[src/rtl/clkgen_pkg.sv]
// rtl/clkgen_pkg.sv - shared types and default widths for the clock generator
// Purpose: FSM state type and default counter widths used by clkgen_ctrl,
//          its bus interface and its timer.
// Ports:   none (package).
package clkgen_pkg;

  localparam int CNT_W_DEF  = 8;
  localparam int NCYC_W_DEF = 16;

  typedef enum logic [1:0] {
    ST_IDLE  = 2'd0,
    ST_PHASE = 2'd1,
    ST_HIGH  = 2'd2,
    ST_LOW   = 2'd3
  } state_e;

endpackage

[src/rtl/clkgen_ctrl_if.sv]
// rtl/clkgen_ctrl_if.sv - config, control and status bundle of the clock generator
// Purpose: groups config writes, start/stop strobes and waveform/status outputs.
// Modports: master (drives cfg_*/start/stop, observes outputs),
//           slave  (the generator itself).
interface clkgen_ctrl_if
  import clkgen_pkg::*;
#(
  parameter int CNT_W  = CNT_W_DEF,
  parameter int NCYC_W = NCYC_W_DEF
) ();

  logic              cfg_valid;
  logic [CNT_W-1:0]  cfg_phase;
  logic [CNT_W-1:0]  cfg_ton;
  logic [CNT_W-1:0]  cfg_toff;
  logic [NCYC_W-1:0] cfg_nper;
  logic              start;
  logic              stop;
  logic              wave_out;
  logic              busy;
  logic              done;
  logic [NCYC_W-1:0] per_cnt;

  modport master (
    output cfg_valid, cfg_phase, cfg_ton, cfg_toff, cfg_nper, start, stop,
    input  wave_out, busy, done, per_cnt
  );

  modport slave (
    input  cfg_valid, cfg_phase, cfg_ton, cfg_toff, cfg_nper, start, stop,
    output wave_out, busy, done, per_cnt
  );

endinterface

[src/rtl/clkgen_timer.sv]
// rtl/clkgen_timer.sv - loadable down-counter shared by the PHASE/HIGH/LOW states
// Purpose: counts a loaded value down to zero and holds there; tc_o marks the
//          last cycle of the interval (value zero).
// Ports:   clk, rst (sync, active high), load_i (load strobe),
//          load_val_i (value to load: interval length minus one), tc_o.
module clkgen_timer
  import clkgen_pkg::*;
#(
  parameter int W = CNT_W_DEF
) (
  input  logic         clk,
  input  logic         rst,
  input  logic         load_i,
  input  logic [W-1:0] load_val_i,
  output logic         tc_o
);

  logic [W-1:0] cnt_q;

  always_ff @(posedge clk) begin
    if (rst) begin
      cnt_q <= '0;
    end else if (load_i) begin
      cnt_q <= load_val_i;
    end else if (cnt_q != '0) begin
      cnt_q <= cnt_q - W'(1);
    end
  end

  assign tc_o = (cnt_q == '0);

endmodule

[src/rtl/clkgen_ctrl.sv]
// rtl/clkgen_ctrl.sv - programmable phase/high/low waveform generator
// Purpose: after start, waits cfg_phase cycles, then emits ton-high/toff-low
//          periods until cfg_nper periods complete (0 = forever) or stop.
// Ports:   clk, rst (sync, active high), bus (clkgen_ctrl_if.slave:
//          cfg_*/start/stop in, wave_out/busy/done/per_cnt out).
module clkgen_ctrl
  import clkgen_pkg::*;
#(
  parameter int CNT_W  = CNT_W_DEF,
  parameter int NCYC_W = NCYC_W_DEF
) (
  input  logic         clk,
  input  logic         rst,
  clkgen_ctrl_if.slave bus
);

  state_e            state_q, state_d;
  logic              wave_q, wave_d;
  logic              done_q, done_d;
  logic [NCYC_W-1:0] per_cnt_q;
  logic [NCYC_W-1:0] per_next;
  logic              per_inc, per_clr;

  logic [CNT_W-1:0]  shd_phase_q, shd_ton_q, shd_toff_q;
  logic [NCYC_W-1:0] shd_nper_q;
  logic [CNT_W-1:0]  act_ton_q, act_toff_q;
  logic [NCYC_W-1:0] act_nper_q;
  logic              act_load;

  // A write in the same cycle as a start or boundary must already count,
  // so the values loaded into the active set bypass the shadow flops.
  logic [CNT_W-1:0]  eff_phase, eff_ton, eff_toff;
  logic [NCYC_W-1:0] eff_nper;

  logic              tmr_load;
  logic [CNT_W-1:0]  tmr_val;
  logic              tmr_tc;

  assign eff_phase = bus.cfg_valid ? bus.cfg_phase : shd_phase_q;
  assign eff_ton   = bus.cfg_valid ? bus.cfg_ton   : shd_ton_q;
  assign eff_toff  = bus.cfg_valid ? bus.cfg_toff  : shd_toff_q;
  assign eff_nper  = bus.cfg_valid ? bus.cfg_nper  : shd_nper_q;
  assign per_next  = per_cnt_q + NCYC_W'(1);

  // Interval length minus one, with a zero length treated as one cycle.
  function automatic logic [CNT_W-1:0] len_m1(input logic [CNT_W-1:0] n);
    return (n == '0) ? '0 : n - CNT_W'(1);
  endfunction

  clkgen_timer #(.W(CNT_W)) u_timer (
    .clk        (clk),
    .rst        (rst),
    .load_i     (tmr_load),
    .load_val_i (tmr_val),
    .tc_o       (tmr_tc)
  );

  always_comb begin
    state_d  = state_q;
    wave_d   = 1'b0;
    done_d   = 1'b0;
    tmr_load = 1'b0;
    tmr_val  = '0;
    act_load = 1'b0;
    per_inc  = 1'b0;
    per_clr  = 1'b0;
    unique case (state_q)
      ST_IDLE: begin
        if (bus.start && !bus.stop) begin
          act_load = 1'b1;
          per_clr  = 1'b1;
          tmr_load = 1'b1;
          if (eff_phase != '0) begin
            state_d = ST_PHASE;
            tmr_val = eff_phase - CNT_W'(1);
          end else begin
            state_d = ST_HIGH;
            tmr_val = len_m1(eff_ton);
          end
        end
      end
      ST_PHASE: begin
        if (tmr_tc) begin
          state_d  = ST_HIGH;
          tmr_load = 1'b1;
          tmr_val  = len_m1(act_ton_q);
        end
      end
      ST_HIGH: begin
        // wave_out follows the state one cycle late, so every interval
        // keeps its length and the output is a plain flop.
        wave_d = 1'b1;
        if (tmr_tc) begin
          state_d  = ST_LOW;
          tmr_load = 1'b1;
          tmr_val  = len_m1(act_toff_q);
        end
      end
      ST_LOW: begin
        if (tmr_tc) begin
          per_inc = 1'b1;
          if (act_nper_q != '0 && per_next == act_nper_q) begin
            state_d = ST_IDLE;
            done_d  = 1'b1;
          end else begin
            state_d  = ST_HIGH;
            act_load = 1'b1;
            tmr_load = 1'b1;
            tmr_val  = len_m1(eff_ton);
          end
        end
      end
      default: state_d = ST_IDLE;
    endcase
    if (bus.stop && state_q != ST_IDLE) begin
      state_d  = ST_IDLE;
      wave_d   = 1'b0;
      done_d   = 1'b0;
      tmr_load = 1'b0;
      act_load = 1'b0;
      per_inc  = 1'b0;
    end
  end

  always_ff @(posedge clk) begin
    if (rst) begin
      state_q     <= ST_IDLE;
      wave_q      <= 1'b0;
      done_q      <= 1'b0;
      per_cnt_q   <= '0;
      shd_phase_q <= '0;
      shd_ton_q   <= '0;
      shd_toff_q  <= '0;
      shd_nper_q  <= '0;
      act_ton_q   <= '0;
      act_toff_q  <= '0;
      act_nper_q  <= '0;
    end else begin
      state_q <= state_d;
      wave_q  <= wave_d;
      done_q  <= done_d;
      if (per_clr) begin
        per_cnt_q <= '0;
      end else if (per_inc) begin
        per_cnt_q <= per_next;
      end
      if (bus.cfg_valid) begin
        shd_phase_q <= bus.cfg_phase;
        shd_ton_q   <= bus.cfg_ton;
        shd_toff_q  <= bus.cfg_toff;
        shd_nper_q  <= bus.cfg_nper;
      end
      if (act_load) begin
        act_ton_q  <= eff_ton;
        act_toff_q <= eff_toff;
        act_nper_q <= eff_nper;
      end
    end
  end

  assign bus.wave_out = wave_q;
  assign bus.busy     = (state_q != ST_IDLE);
  assign bus.done     = done_q;
  assign bus.per_cnt  = per_cnt_q;

endmodule

[src/flat_wrapper.sv]
// flat-port wrapper written by rule: the top's interface ports become plain ports
module clkgen_ctrl_flat import clkgen_pkg::*;
#(
  parameter int CNT_W  = CNT_W_DEF,
  parameter int NCYC_W = NCYC_W_DEF
)
  (clk, rst, bus_cfg_valid, bus_cfg_phase, bus_cfg_ton, bus_cfg_toff, bus_cfg_nper, bus_start, bus_stop, bus_wave_out, bus_busy, bus_done, bus_per_cnt);
  clkgen_ctrl_if #(.CNT_W(CNT_W), .NCYC_W(NCYC_W)) bus_i ();
  input  logic clk;
  input  logic rst;
  input wire logic [$bits(bus_i.cfg_valid)-1:0] bus_cfg_valid;
  input wire logic [$bits(bus_i.cfg_phase)-1:0] bus_cfg_phase;
  input wire logic [$bits(bus_i.cfg_ton)-1:0] bus_cfg_ton;
  input wire logic [$bits(bus_i.cfg_toff)-1:0] bus_cfg_toff;
  input wire logic [$bits(bus_i.cfg_nper)-1:0] bus_cfg_nper;
  input wire logic [$bits(bus_i.start)-1:0] bus_start;
  input wire logic [$bits(bus_i.stop)-1:0] bus_stop;
  output wire logic [$bits(bus_i.wave_out)-1:0] bus_wave_out;
  output wire logic [$bits(bus_i.busy)-1:0] bus_busy;
  output wire logic [$bits(bus_i.done)-1:0] bus_done;
  output wire logic [$bits(bus_i.per_cnt)-1:0] bus_per_cnt;
  assign bus_i.cfg_valid = bus_cfg_valid;
  assign bus_i.cfg_phase = bus_cfg_phase;
  assign bus_i.cfg_ton = bus_cfg_ton;
  assign bus_i.cfg_toff = bus_cfg_toff;
  assign bus_i.cfg_nper = bus_cfg_nper;
  assign bus_i.start = bus_start;
  assign bus_i.stop = bus_stop;
  assign bus_wave_out = bus_i.wave_out;
  assign bus_busy = bus_i.busy;
  assign bus_done = bus_i.done;
  assign bus_per_cnt = bus_i.per_cnt;
  clkgen_ctrl #(.CNT_W(CNT_W), .NCYC_W(NCYC_W)) u_core (.clk(clk), .rst(rst), .bus(bus_i));
endmodule
[config.mk]
export PLATFORM = sky130hd
export DESIGN_NAME = clkgen_ctrl_flat
export DESIGN_NICKNAME = d
export VERILOG_FILES = /design/src/rtl/clkgen_pkg.sv /design/src/rtl/clkgen_ctrl_if.sv /design/src/rtl/clkgen_timer.sv /design/src/rtl/clkgen_ctrl.sv /design/src/flat_wrapper.sv
export SDC_FILE = /design/constraint.sdc
export NUM_CORES = 1
export LEC_CHECK = 0
export ABC_AREA = 1
export BUFFER_PORTS_ARGS = -buffer_cell sky130_fd_sc_hd__buf_2
export CAP_MARGIN = 20
export CORE_MARGIN = 10
export CORE_UTILIZATION = 45
export CTS_BUF_LIST = sky130_fd_sc_hd__clkbuf_16
export DETAILED_ROUTE_END_ITERATION = 8
export PLACE_DENSITY = 0.74
export SLEW_MARGIN = 20
export SYNTH_ARGS = -nofsm -noshare
export SYNTH_HDL_FRONTEND = slang
export SYNTH_SLANG_ARGS = --single-unit
[constraint.sdc]
create_clock -name clk -period 5.61 [get_ports clk]
set_input_delay 0.561 -clock clk [delete_from_list [all_inputs] [get_ports clk]]
set_output_delay 0.561 -clock clk [all_outputs]
set_load 0.03 [all_outputs]
==> Implementation_results.wiki <==
{| class="wikitable"
! Metric !! Value
|-
| Number of global-route vias before repair || 5080
|-
| FF-to-FF Start || u_core.u_timer.cnt_q[0]
|-
| Vertical extent of the die || about 130 microns
|-
| Total track usage || between 10% and 20%
|-
| H-tree depth || 3
|-
| Library cells used by synthesis || 40
|-
| Async S/R FF share, synth || 0%
|-
| Syn nets || 900
|-
| Synthesis-to-layout area growth || 11.97%
|-
| Internal power || 1.466 mW
|-
| Port Buffer Count || between 60 and 70
|-
| Main combinational cell family by area after synthesis || simple AND/OR/NAND/NOR gates
|-
| Tightest Hold Check Type || in -> reg
|-
| Number of buffers inserted to repair setup after CTS || 0
|-
| XOR/XNOR Fraction of Synth Area || between 3 and 4%
|-
| Count of nets after finishing || between 900 and 1000
|-
| Critical hold path startpoint || bus_cfg_toff[4]
|-
| Run status || finished, final reports clean
|-
| Gr ovfl total || 0
|-
| Number of gates given a new drive strength after cts || 0
|-
| Routed WL || 15190 microns
|-
| I/O pins || 64
|-
| Final antenna-violating net count || 0
|-
| Area contributors post-synth || dfxtp_1, nand2_1, nor2_1
|-
| Final std cell area, no fill || 0.006450 sq mm
|-
| Worst-Skew Late Latency || between 0.3 and 0.4 ns
|-
| Share of total power in the clock network || a little under a quarter
|-
| Clock transition at the registers of the reported paths || roughly 0.070 ns
|-
| Total power density per cell area || 384.2 mW/mm^2
|-
| Reg2reg path depth || 12
|-
| Comb pwr share || 40.7%
|-
| Worst Setup Slack, final || 2.373 ns
|-
| Final-layout setup total negative slack || 0 ns
|-
| Arrival time at the worst endpoint || approximately 3.5 ns
|-
| Maximum operating frequency || 308.9 MHz
|-
| Register bit total from synthesis || 100
|-
| Post-layout minimum cycle time || 3.237 ns
|-
| Placed cell areas || between 0.006 and 0.007 sq mm
|-
| Worst supply voltage drop on vdd || approximately 190 uV
|-
| Placement row count || 41
|-
| CTS Hold Buffers Added || 0
|-
| Synthesized area per cell || 6.833 sq um
|-
| Buffer levels on the longest clock path || 2
|-
| Clock tree from TritonCTS || done
|-
| End of the worst register-to-register path || u_core.act_toff_q[2]
|-
| Final number of hold-violating endpoints || 0
|-
| Wire length per cell after detailed routing || 14.17 microns
|-
| Synth cell count leaders || nand2_1, nor2_1, dfxtp_1
|-
| Yosys top cell area share || a little over a third
|-
| Synth Cell Area || 0.005761 sq mm
|-
| Layout cell share with drive strength beyond 1 || ~14%
|-
| Part of the power in registers || a little over a third
|-
| Final worst clock skew || slightly above 0.007 ns
|-
| Capture endpoint of the worst hold path || u_core.shd_toff_q[4]
|-
| Critical path data required time || around 5.9 ns
|-
| Part of the cycle the worst path needs || slightly below 60%
|-
| Initial core utilization || between 40% and 50%
|-
| Clk root buf || clkbuf_16
|-
| Portion of the post-synthesis area used by sequential elements || 34.75%
|-
| Number of instances on the worst hold path || 3
|-
| Antenna diode count || 0
|-
| Total clock buffers created by CTS || 9
|-
| Class of the most critical setup path || reg -> reg
|-
| Starting DRT DRC Count || around 500
|-
| Compound-gate portion of the synthesized area || between 10% and 20%
|-
| Post-detailed-route DRC marker count || 0
|-
| Detailed placer's ending HPWL || 11310 microns
|-
| Reg-to-reg setup timing slack || ~2.4 ns
|-
| Total of max-cap violations || 0
|-
| Initial antenna violation count || 0
|-
| Measured slew at the worst slew-check pin || 0.7681 ns
|-
| Number of detailed-route iterations in the first pass || 5
|-
| P_sw || between 1 and 1.5 mW
|-
| Count of mapped cells out of synthesis || roughly 840
|-
| Area of the die || approximately 0.018 sq mm
|-
| Post-Synth Simple-Gate Area || about a third
|-
| Via count normalized by instance count || 5.172
|-
| Sw frac || between 40% and 50%
|-
| Largest area contributor in the synthesized netlist || dfxtp_1
|-
| Most numerous cell in the Yosys netlist || nand2_1
|-
| Total of endpoints with negative setup slack in the final report || 0
|-
| Multiplexer share of the synthesized area || between 5 and 6%
|-
| Yosys synthesis warning count || 0
|-
| Placeable core area || between 0.01 and 0.015 sq mm
|-
| CP Launch Type || flop
|-
| Highest fanout seen on the critical path || 39
|-
| Leakage power total || 3.026 nW
|-
| Placer's final routability congestion estimate || about 0.92
|-
| Leading register cell type out of synthesis || dfxtp_1
|-
| Clk sinks || 100
|-
| Pin count of the biggest net entering global routing || 52
|-
| Post-placement worst setup slack || around 2.1 ns
|-
| EDFF count, synth || 0
|-
| Setup repair after global routing missed its margin || false
|-
| First-pass GRT wire length || around 26000 microns
|-
| Horizontal die dimension || ~130 microns
|-
| Number of pins with negative max-slew slack in the final report || 0
|-
| Total via count in the routed design || 5544
|-
| Max-slew headroom at the worst pin || between 40% and 50%
|-
| Post-synthesis adder-cell area fraction || approximately 2.6%
|-
| Kind of end point of the critical path || flop
|}
[state kept, by name, summed over array words and instances (netlist names)]
| register | count |
|---|---|
| u_core.state_q | 2 |
| u_core.shd_ton_q | 8 |
| u_core.bus.wave_out | 1 |
| u_core.act_toff_q | 8 |
| u_core.u_timer.cnt_q | 8 |
| u_core.act_ton_q | 8 |
| u_core.bus.done | 1 |
| u_core.shd_nper_q | 16 |
| u_core.act_nper_q | 16 |
| u_core.shd_toff_q | 8 |
| u_core.bus.per_cnt | 16 |
| u_core.shd_phase_q | 8 |
[how the worst max path moves through the flow]
stage                             from                       to  slack (ns)
6_report       u_core.u_timer.cnt_q[0]     u_core.act_toff_q[2]        2.37
5_1_grt                  bus_cfg_valid  u_core.u_timer.cnt_q[3]        2.03
4_1_cts        u_core.u_timer.cnt_q[0]     u_core.act_toff_q[2]        2.39
3_5_place_dp             bus_cfg_valid  u_core.u_timer.cnt_q[5]        2.07
3_3_place_gp             bus_cfg_valid  u_core.u_timer.cnt_q[5]        2.16
2_1_floorplan            bus_cfg_valid  u_core.u_timer.cnt_q[1]        2.95
[cell type report]
cell class                      count  area (sq um)
Clock inverter                      6         41.29
Multi-Input combinational cell    630          3287
Sequential cell                   100          2002
Clock buffer                        9         225.2
Inverter                           87         326.6
Fill cell                        1269          6118
Timing Repair Buffer               68         352.8
Tap cell                          172         215.2
[layer usage]
metal / vias to the layer above / track usage, % / part of all wire, % / wire length [microns]
met3: 21 / 3.534 / 6.0 / 907
met4: 0 / 5.320 / 1.3 / 202
met1: 2501 / 24.27 / 50 / 7522
met2: 167 / 25.79 / 43 / 6559
li1: 2855 / - / - / -
met5: - / 0 / 0 / 0
[power groups by stage]
stage	clock, mW	combinational, mW	sequential, mW
final	0.582	1.01	0.887
after global routing	0.620	1.16	0.899
after CTS	0.592	1.01	0.885
after detailed placement	0	0.998	0.901
after global placement	0	0.993	0.898
after floorplan	0	0.807	0.883
[critical path, cell delays in order (launching register included)]
cell and delay [ns]:
dfxtp_1 0.33, inv_1 0.07, ha_1 0.21, nand3_1 0.10
or2_2 0.29, nor2_1 0.59, nand2_1 0.21, inv_1 0.29
nand2_8 0.12, nand2_8 0.18, nand2_4 0.26, or2_2 0.37
a21oi_1 0.11
[logic make-up (layout without fill, tap and decap cells)]
family | Yosys count | count (layout)
AND/OR/NAND/NOR | 448 | 448
AO/OA/AOI/OAI | 119 | 119
buffers and inverters | 113 | 170
flip-flops | 100 | 100
multiplexers | 30 | 30
XOR/XNOR | 21 | 21
adder cells (fa/ha/maj) | 12 | 12
[placed cells by master, fill, tap and decap left out, drive strengths merged]
master    instances
a211oi            2
a21o              1
a21oi            64
a31oi             1
a32oi             1
a41oi             3
and3              1
buf              68
clkbuf            9
clkinv            6
clkinvlp          1
dfxtp           100
ha               12
inv              86
mux2i            30
nand2           193
nand3            86
nand3b            2
nand4            14
nor2            130
nor3              7
o211ai            1
o21ai            39
o22ai             7
or2              14
or3               1
xnor2             8
xor2             13
[stage by stage]
| step | std cells | utilization, % | total power [mW] | hold WS, ns |
|---|---|---|---|---|
| floorplan | 843 | - | 1.690 | 0.4486 |
| global placement | 1057 | 49.20 | 1.891 | 0.4635 |
| detailed placement | 1057 | 49.20 | 1.899 | 0.4772 |
| CTS | 1072 | 51.32 | 2.483 | 0.4583 |
| global route | 1072 | 51.32 | 2.675 | 0.4905 |
| finish | 1072 | 51.32 | 2.478 | 0.4567 |
No activity file was read; power rests on OpenSTA's default activity.
